$ cat config.mk
export PLATFORM = sky130hd
export DESIGN_NAME = rtc_write_seq
export DESIGN_NICKNAME = d
export VERILOG_FILES = /design/src/rtl/rtc_write_seq.sv
export SDC_FILE = /design/constraint.sdc
export NUM_CORES = 1
export LEC_CHECK = 0
export CORE_MARGIN = 3
export CORE_UTILIZATION = 60
export CTS_CLUSTER_SIZE = 40
export DETAILED_ROUTE_END_ITERATION = 16
export DONT_BUFFER_PORTS = 1
export PLACE_DENSITY = 0.76
export RECOVER_POWER = 100
export SLEW_MARGIN = 10
export SYNTH_ARGS = -nofsm -noshare
export SYNTH_HDL_FRONTEND = slang
export SYNTH_SLANG_ARGS = --single-unit
$ cat constraint.sdc
create_clock -name clk -period 5.8 [get_ports clk]
set_input_delay 1.16 -clock clk [delete_from_list [all_inputs] [get_ports clk]]
set_output_delay 1.16 -clock clk [all_outputs]
set_load 0.03 [all_outputs]
$ cat src/rtl/rtc_write_seq.sv
// Write sequencer for the RTC multiplexed AD bus: address phase, bus-released gap, data phase.
// Optional one-entry pending request buffer enabled by defining RTC_WR_QUEUE_EN.
module rtc_write_seq #(
    parameter int unsigned T_SU  = 4,
    parameter int unsigned T_PW  = 9,
    parameter int unsigned T_HD  = 4,
    parameter int unsigned T_GAP = 14
) (
    input  logic       clk,
    input  logic       reset,
    input  logic       start,
    input  logic [7:0] addr_in,
    input  logic [7:0] data_in,
    output logic       busy,
    output logic       done,
    output logic       pend_full,
    output logic       cs_n,
    output logic       wr_n,
    output logic       rd_n,
    output logic       ad,
    output logic [7:0] bus_out,
    output logic       bus_oe
);

    localparam int unsigned CNT_W  = 5;
    localparam int unsigned DATA_W = 8;

    localparam logic [CNT_W-1:0] LAST_SU  = CNT_W'(T_SU - 1);
    localparam logic [CNT_W-1:0] LAST_PW  = CNT_W'(T_PW - 1);
    localparam logic [CNT_W-1:0] LAST_HD  = CNT_W'(T_HD - 1);
    localparam logic [CNT_W-1:0] LAST_GAP = CNT_W'(T_GAP - 1);

    typedef enum logic [3:0] {
        IDLE, ADDR_SU, ADDR_PW, ADDR_HD, GAP, DATA_SU, DATA_PW, DATA_HD, DONE
    } stateT;

    stateT              state, stateNext;
    logic [CNT_W-1:0]   cnt, cntNext;
    logic [DATA_W-1:0]  addrReg, dataReg, addrNext, dataNext;

`ifdef RTC_WR_QUEUE_EN
    logic               pendFull;
    logic [DATA_W-1:0]  pendAddr, pendData;

    // Buffer a request arriving mid-transaction; it is drained on the DONE handoff.
    always_ff @(posedge clk) begin
        if (reset) begin
            pendFull <= 1'b0;
            pendAddr <= '0;
            pendData <= '0;
        end else if (state == DONE && pendFull) begin
            pendFull <= 1'b0;
        end else if (start && !pendFull && state != IDLE && state != DONE) begin
            pendFull <= 1'b1;
            pendAddr <= addr_in;
            pendData <= data_in;
        end
    end

    assign pend_full = pendFull;
`else
    assign pend_full = 1'b0;
`endif

    // Next-state, capture and phase-counter logic.
    always_comb begin
        stateNext = state;
        addrNext  = addrReg;
        dataNext  = dataReg;
        case (state)
            IDLE: begin
                if (start) begin
                    stateNext = ADDR_SU;
                    addrNext  = addr_in;
                    dataNext  = data_in;
                end
            end
            ADDR_SU: if (cnt == LAST_SU)  stateNext = ADDR_PW;
            ADDR_PW: if (cnt == LAST_PW)  stateNext = ADDR_HD;
            ADDR_HD: if (cnt == LAST_HD)  stateNext = GAP;
            GAP:     if (cnt == LAST_GAP) stateNext = DATA_SU;
            DATA_SU: if (cnt == LAST_SU)  stateNext = DATA_PW;
            DATA_PW: if (cnt == LAST_PW)  stateNext = DATA_HD;
            DATA_HD: if (cnt == LAST_HD)  stateNext = DONE;
            DONE: begin
                stateNext = IDLE;
`ifdef RTC_WR_QUEUE_EN
                if (pendFull) begin
                    stateNext = ADDR_SU;
                    addrNext  = pendAddr;
                    dataNext  = pendData;
                end
`endif
            end
            default: stateNext = IDLE;
        endcase
        cntNext = (stateNext != state || state == IDLE) ? '0 : cnt + CNT_W'(1);
    end

    // State register plus outputs decoded from the upcoming state so they are registered.
    always_ff @(posedge clk) begin
        if (reset) begin
            state   <= IDLE;
            cnt     <= '0;
            addrReg <= '0;
            dataReg <= '0;
            busy    <= 1'b0;
            done    <= 1'b0;
            cs_n    <= 1'b1;
            wr_n    <= 1'b1;
            rd_n    <= 1'b1;
            ad      <= 1'b1;
            bus_out <= '0;
            bus_oe  <= 1'b0;
        end else begin
            state   <= stateNext;
            cnt     <= cntNext;
            addrReg <= addrNext;
            dataReg <= dataNext;
            busy    <= (stateNext != IDLE);
            done    <= (stateNext == DONE);
            cs_n    <= !(stateNext == ADDR_PW || stateNext == DATA_PW);
            wr_n    <= !(stateNext == ADDR_PW || stateNext == DATA_PW);
            rd_n    <= 1'b1;
            ad      <= !(stateNext == ADDR_SU || stateNext == ADDR_PW || stateNext == ADDR_HD);
            case (stateNext)
                ADDR_SU, ADDR_PW, ADDR_HD: begin
                    bus_oe  <= 1'b1;
                    bus_out <= addrNext;
                end
                DATA_SU, DATA_PW, DATA_HD: begin
                    bus_oe  <= 1'b1;
                    bus_out <= dataNext;
                end
                default: begin
                    bus_oe  <= 1'b0;
                    bus_out <= '0;
                end
            endcase
        end
    end

endmodule
==> results.tsv, run 1 <==
stage	metric	value	unit
outcome	result of the run	complete, no violations	
drt	DRT Wirelength	3.34	mm
drt	routed via count divided by cell count	6.54	
clock_network	count of cells resized by post-cts repair	0	
place	post-detailed-placement half-perimeter wirelength	2.31	mm
finish	multi-input combinational cell area	741	sq um
synthesis	cell types occupying the most area after synthesis	sky130_fd_sc_hd__dfxtp_1, sky130_fd_sc_hd__a21oi_1, sky130_fd_sc_hd__nand3_1, sky130_fd_sc_hd__o21ai_0, sky130_fd_sc_hd__a22oi_1	
timing	final number of hold-violating endpoints	0	
place	weighted congestion at the end of routability-driven global placement	0.800	
timing	maximum frequency from static timing analysis	0.410	GHz
synthesis	top cell types by occurrence after synthesis	sky130_fd_sc_hd__dfxtp_1, sky130_fd_sc_hd__a21oi_1, sky130_fd_sc_hd__nand3_1	
clock_network	Bufs on Longest Clock Path	2	
die	starting density of the core	63.9	%
clock_network	Clk Latency, worst-skew pair	0.34	ns
clock_network	number of clock sinks	38	
global_routing	met3 global-route usage	7.13	%
synthesis	share of the synthesized area in the top cell type	47.2	%
synthesis	post-synthesis area per instance	8.72	sq um
timing	fin crit share	42.0	%
critical_path	Worst setup EP type	flip-flop	
synthesis	area of the mapped netlist	1610	sq um
finish	register cell area after layout	761	sq um
global_routing	antenna violations before repair	0	
global_routing	pin count of the biggest net entering global routing	21	
critical_path	critical path class	reg -> reg	
clock_network	CTS tree	yes	
die	count of boundary I/O pins	35	
synthesis	Seq/Total Area, Yosys	47.2	%
critical_path	Slowest cell on crit path	sky130_fd_sc_hd__o211ai_1	
critical_path	CP max stage delay	0.68	ns
critical_path	Worst Setup Start Kind	flip-flop	
finish	P&R area growth vs syn	0.776	%
drt	vias after detailed routing	1347	
global_routing	via count of the first global-routing pass	1309	
synthesis	Synth area leader	sky130_fd_sc_hd__dfxtp_1	
critical_path	critical-path maximum fanout	11	
clock_network	H-Tree Depth	2	
timing	post-route minimum period	2.44	ns
global_routing	layer carrying the most global-route usage	met2	
synthesis	synthesized netlist net count	207	
synthesis	proportion of synthesized flip-flops having asynchronous set or reset	0	%
timing	RSZ-0062 raised after global routing	false	
synthesis	synth unique cells	33	
drt	WL/cell	16.2	um
critical_path	critical path, cell by cell	ha_1 > or4b_1 > o211ai_1 > a22oi_1 > o21a_1	
die	y dimension of the die	57.8	um
clock_network	Clock transition at path regs	0.10	ns
finish	fillcell total	215	
drt	number of detailed-routing iterations run before antenna repair	4	
timing	Max-Slew Margin vs Limit	48.7	%
finish	number of nets in the layout	197	
clock_network	clock root cell	sky130_fd_sc_hd__clkbuf_4	
job	number of maximum-capacitance violations	0	
synthesis	number of enable flip-flop cells after synthesis	0	
critical_path	critical path arrival	2.67	ns
critical_path	critical path buffer and inverter count	0	
global_routing	global router's overall resource usage	22.4	%
finish	antenna diode count	0	
die	width of the chip	57.8	um
die	die area	3350	sq um
timing	Setup Viol. Count Final	0	
synthesis	cell with the most instances after synthesis	sky130_fd_sc_hd__dfxtp_1	
synthesis	Main synth FF type	sky130_fd_sc_hd__dfxtp_1	
global_routing	global-route wire length before repair	5.68	mm
worst_hold_path	worst hold-check path type	reg -> reg	
finish	post-layout util	64.4	%
clock_network	clock buffers created by TritonCTS	5	
drt	ANT nets after route	0	
drt	count of unresolved DRC violations after routing	0	
global_routing	GRT met2 Usage	35.6	%
die	placeable core area	2520	sq um
synthesis	Yosys warning count	0	
clock_network	Setup Fix Bufs, Post-CTS	0	
die	# rows	18	
pwr	power density relative to cell area	290	nW/um^2
synthesis	number of synthesized register bits	38	
drt	DRC marker count from the first detailed-route iteration	107	
critical_path	Crit path required time	6.04	ns
synthesis	Cells after Synth	185	
global_routing	routing usage on met1	25.7	%
place	number of port buffers	0	
global_routing	total gr overflow	0	
timing	Tightest Pin Transition	0.765	ns
finish	proportion of layout cells with a drive suffix above 1	7.39	%
pwr	static leakage	0.577	nW
pwr	Peak VDD IR	220	uV
timing	setup tns final	0	ns
critical_path	kind of cell with the highest combined delay on the critical path	compound AO/OA/AOI/OAI gates	
timing	worst-case hold slack	0.493	ns
timing	Setup Skew	0.00835	ns
timing	final slew viol count	0	
pwr	total power	0.000472	W
clock_network	number of hold buffers added after cts	0	
flip-flops by register name, indices dropped and copies added, names as in the netlist:
name / flops
done: 1
busy: 1
state: 4
addrReg: 8
wr_n: 1
bus_out: 8
dataReg: 8
ad: 1
cnt: 5
bus_oe: 1
logic make-up (layout without fill, tap and decap cells):
group	count (synthesis)	in the layout	share of synthesized area (%)
AOI/OAI and AO/OA	67	67	24.2
and+or+nand+nor	49	49	17.1
DFF	38	38	47.2
buffers and inverters	23	14	7.06
adders and majority gates	3	3	2.33
xor gates and xnor gates	3	3	1.63
other	2	2	0.466
cells in the final DEF, fill, tap and decap left out:
master	synthesis	layout
sky130_fd_sc_hd__or4b_1	0	1
sky130_fd_sc_hd__o21a_1	8	8
sky130_fd_sc_hd__nand2b_1	1	1
sky130_fd_sc_hd__nor2b_1	3	3
sky130_fd_sc_hd__nor4_2	0	1
sky130_fd_sc_hd__or4b_2	1	1
sky130_fd_sc_hd__nor2_1	9	9
sky130_fd_sc_hd__o21ai_0	17	17
sky130_fd_sc_hd__conb_1	2	2
sky130_fd_sc_hd__xor2_1	2	2
sky130_fd_sc_hd__nand3b_1	1	1
sky130_fd_sc_hd__nand3_1	19	19
sky130_fd_sc_hd__dfxtp_1	38	38
sky130_fd_sc_hd__ha_1	3	3
sky130_fd_sc_hd__or4_4	1	1
sky130_fd_sc_hd__clkbuf_8	0	1
sky130_fd_sc_hd__nand2_1	3	3
sky130_fd_sc_hd__o22ai_1	1	1
sky130_fd_sc_hd__clkinv_2	0	1
sky130_fd_sc_hd__or4_1	1	1
sky130_fd_sc_hd__or2_2	1	1
sky130_fd_sc_hd__a22oi_1	8	8
sky130_fd_sc_hd__or3_1	2	2
sky130_fd_sc_hd__clkbuf_1	12	1
sky130_fd_sc_hd__xnor2_1	1	1
sky130_fd_sc_hd__buf_4	3	1
sky130_fd_sc_hd__nand4b_1	1	1
sky130_fd_sc_hd__or3b_2	1	1
sky130_fd_sc_hd__o211ai_1	3	3
sky130_fd_sc_hd__inv_1	5	5
sky130_fd_sc_hd__a211oi_1	1	1
sky130_fd_sc_hd__o31a_1	1	1
sky130_fd_sc_hd__clkbuf_4	0	5
sky130_fd_sc_hd__nor4_1	4	3
sky130_fd_sc_hd__a21oi_1	28	28
where the power goes:
group / switching [W] / internal, W / leakage [nW]
Sequential: 0.0000147 / 0.000274 / 0.311
Clock: 0.0000831 / 0.0000588 / 0.0353
Combinational: 0.0000267 / 0.0000147 / 0.231
Total: 0.000124 / 0.000347 / 0.577
per-stage QoR:
step / setup slack [ns] / instances / area [sq um]
2_1_floorplan: 3.36 / 185 / 1610
3_3_place_gp: 3.37 / 198 / 1570
3_5_place_dp: 3.33 / 198 / 1570
4_1_cts: 3.49 / 206 / 1630
5_1_grt: 3.22 / 206 / 1630
6_report: 3.36 / 206 / 1630
final cells by class:
cell class / count / area share, %
inverter: 5 / 1.15
clock buffer: 7 / 3.39
multi-input combinational: 124 / 45.6
tap: 30 / 2.31
clock inverter: 1 / 0.308
sequential: 38 / 46.8
timing repair buffer: 1 / 0.462
per-layer routing:
metal / vias up / wire (um) / share of wire (%)
met2: 52 / 1660 / 50
met4: 0 / 136 / 4.1
met3: 13 / 208 / 6.2
met5: - / 0 / 0
met1: 646 / 1330 / 40
li1: 636 / - / -
final timing paths:
check                             endpoint   start  depth (start not counted)  slack, ns
worst min-delay path                cnt[0]  cnt[0]                          1       0.49
worst min register to register      cnt[0]  cnt[0]                          1       0.49
worst max register to register  bus_out[4]  cnt[0]                          5       3.36
worst max-delay path            bus_out[4]  cnt[0]                          5       3.36
Note: power is estimated with default switching activity, not from simulation.
==> run 2: changes to the inputs <==
==> constraint.sdc (replaced) <==
create_clock -name clk -period 2.45 [get_ports clk]
set_input_delay 0.49 -clock clk [delete_from_list [all_inputs] [get_ports clk]]
set_output_delay 0.49 -clock clk [all_outputs]
set_load 0.03 [all_outputs]
==> results.tsv, run 2 (synthesis gave the netlist of run 1 again) <==
stage	metric	value	unit	change
clock_network	Setup Fix Bufs, Post-CTS	0		unchanged
drt	count of unresolved DRC violations after routing	0		unchanged
die	y dimension of the die	57.8	um	unchanged
global_routing	global router's overall resource usage	21.5	%	was 22.4%
drt	number of detailed-routing iterations run before antenna repair	4		unchanged
drt	vias after detailed routing	1305		was 1347
place	post-detailed-placement half-perimeter wirelength	2.26	mm	was 2.31 mm
critical_path	CP max stage delay	0.58	ns	was 0.68 ns
timing	Setup Skew	0.0151	ns	was 0.00835 ns
pwr	power density relative to cell area	776	nW/um^2	was 290 nW/um^2
finish	top flop regs	addrReg: 8 flops, bus_out: 8 flops, dataReg: 8 flops		unchanged
global_routing	pin count of the biggest net entering global routing	21		unchanged
global_routing	global-route wire length before repair	5.56	mm	was 5.68 mm
clock_network	number of hold buffers added after cts	0		unchanged
timing	final number of hold-violating endpoints	0		unchanged
global_routing	routing usage on met1	24.6	%	was 25.7%
timing	Setup Viol. Count Final	0		unchanged
finish	number of nets in the layout	200		was 197
place	weighted congestion at the end of routability-driven global placement	0.846		was 0.800
die	width of the chip	57.8	um	unchanged
timing	post-layout worst setup margin	0.193	ns	was 3.36 ns
finish	leading cell types in the layout, fill and taps excluded	sky130_fd_sc_hd__dfxtp_1, sky130_fd_sc_hd__a21oi_1, sky130_fd_sc_hd__nand3_1		unchanged
timing	RSZ-0062 raised after global routing	false		unchanged
drt	routed via count divided by cell count	6.24		was 6.54
critical_path	critical path arrival	2.50	ns	was 2.67 ns
place	setup slack at placement	0.196	ns	was 3.33 ns
drt	WL/cell	15.5	um	was 16.2 um
drt	DRC marker count from the first detailed-route iteration	86		was 107
place	cell area after placement	1590	sq um	was 1570 sq um
critical_path	critical-path maximum fanout	11		unchanged
critical_path	Worst R2R Start	cnt[0]		unchanged
timing	fin crit share	92.1	%	was 42.0%
timing	maximum frequency from static timing analysis	0.443	GHz	was 0.410 GHz
timing	final slew viol count	0		unchanged
clock_network	number of clock sinks	38		unchanged
finish	proportion of layout cells with a drive suffix above 1	10.1	%	was 7.39%
global_routing	met3 global-route usage	8.46	%	was 7.13%
critical_path	launching instance or port of the critical path	cnt[0]		unchanged
die	# rows	18		unchanged
timing	post-route minimum period	2.26	ns	was 2.44 ns
finish	antenna diode count	0		unchanged
die	die area	3350	sq um	unchanged
drt	ANT nets after route	0		unchanged
finish	fillcell total	208		was 215
global_routing	via count of the first global-routing pass	1273		was 1309
die	starting density of the core	63.9	%	unchanged
critical_path	Crit path required time	2.69	ns	was 6.04 ns
critical_path	Worst setup EP type	flip-flop		unchanged
clock_network	count of cells resized by post-cts repair	0		unchanged
global_routing	GRT met2 Usage	36.1	%	was 35.6%
die	count of boundary I/O pins	35		unchanged
global_routing	layer carrying the most global-route usage	met2		unchanged
pwr	Peak VDD IR	757	uV	was 220 uV
critical_path	Slowest cell on crit path	sky130_fd_sc_hd__or3b_2		was sky130_fd_sc_hd__o211ai_1
clock_network	H-Tree Depth	2		unchanged
timing	setup tns final	0	ns	unchanged
clock_network	Bufs on Longest Clock Path	2		unchanged
timing	Tightest Pin Transition	0.563	ns	was 0.765 ns
pwr	static leakage	0.617	nW	was 0.577 nW
drt	DRT Wirelength	3.24	mm	was 3.34 mm
clock_network	Clock transition at path regs	0.11	ns	was 0.10 ns
place	number of port buffers	0		unchanged
clock_network	CTS tree	yes		unchanged
worst_hold_path	hold path startpoint	reset		was cnt[0]
critical_path	critical path class	reg -> reg		unchanged
finish	multi-input combinational cell area	744	sq um	was 741 sq um
finish	P&R area growth vs syn	5.59	%	was 0.776%
worst_hold_path	worst hold-check path type	in -> reg		was reg -> reg
clock_network	Clk Latency, worst-skew pair	0.34	ns	about the same
finish	final standard cell area without fillers	1700	sq um	was 1630 sq um
job	number of maximum-capacitance violations	0		unchanged
global_routing	antenna violations before repair	0		unchanged
global_routing	total gr overflow	0		unchanged
outcome	result of the run	complete, no violations		unchanged
clock_network	clock root cell	sky130_fd_sc_hd__clkbuf_4		unchanged
clock_network	clock buffers created by TritonCTS	5		unchanged
finish	register cell area after layout	761	sq um	unchanged
finish	most common cell after layout, fill and taps aside	sky130_fd_sc_hd__dfxtp_1		unchanged
critical_path	critical path, cell by cell	ha_1 > or4b_4 > o22ai_1 > or3b_2 > o21a_1		was ha_1 > or4b_1 > o211ai_1 > a22oi_1 > o21a_1
critical_path	Worst Setup Start Kind	flip-flop		unchanged
timing	Max-Slew Margin vs Limit	62.4	%	was 48.7%
die	placeable core area	2520	sq um	unchanged
## run 2: changes by cell type in the layout (fill, tap and decap cells not counted)
cell | previous run | this run
sky130_fd_sc_hd__bufinv_16 | 0 | 2
sky130_fd_sc_hd__buf_4 | 1 | 4
sky130_fd_sc_hd__or4b_1 | 1 | 0
sky130_fd_sc_hd__or4b_4 | 0 | 1
sky130_fd_sc_hd__clkbuf_1 | 1 | 0
sky130_fd_sc_hd__clkinv_2 | 1 | 0
## run 2: worst paths after layout
| kind | to | slack (ns) | depth (start not counted) |
|---|---|---|---|
| setup / recovery | bus_out[2] | 0.19 | 5 |
| hold / removal | dataReg[4] | 0.20 | 1 |
| setup reg to reg | bus_out[2] | 0.19 | 5 |
| hold reg to reg | addrReg[7] | 0.50 | 2 |
## run 2: metrics by stage
step	cells	power, W	util [%]	hold WS, ns
after floorplan	185	0.000782	-	0.445
after global placement	201	0.000792	63.1	0.457
after detailed placement	201	0.000796	63.1	0.487
after CTS	209	0.00134	67.5	0.185
after global routing	209	0.00138	67.5	0.170
final	209	0.00132	67.5	0.198
## run 2: final cells by class
class                      count  area share (%)
sequential                    38            44.7
tap                           30            2.20
inverter                       5            1.10
multi-input combinational    124            43.7
clock buffer                   6            3.01
clock inverter                 2            3.53
timing repair buffer           4            1.76
## run 2: per-layer routing
layer	part of all wire (%)	vias up
met2	50	47
met5	0	-
met4	1.1	0
met3	6.9	4
met1	42	611
li1	-	643
## run 2: critical path: cells and delay by family (launching register included)
kind	cells	cell delay (ns)
AOI/OAI and AO/OA	2	0.39
and+or+nand+nor	2	1.12
DFF	1	0.42
adders and majority gates	1	0.23
## run 2: where the power goes
part,internal (W),switching (W)
Combinational,0.0000369,0.0000620
Sequential,0.000648,0.0000352
Clock,0.000346,0.000194
Total,0.00103,0.000291
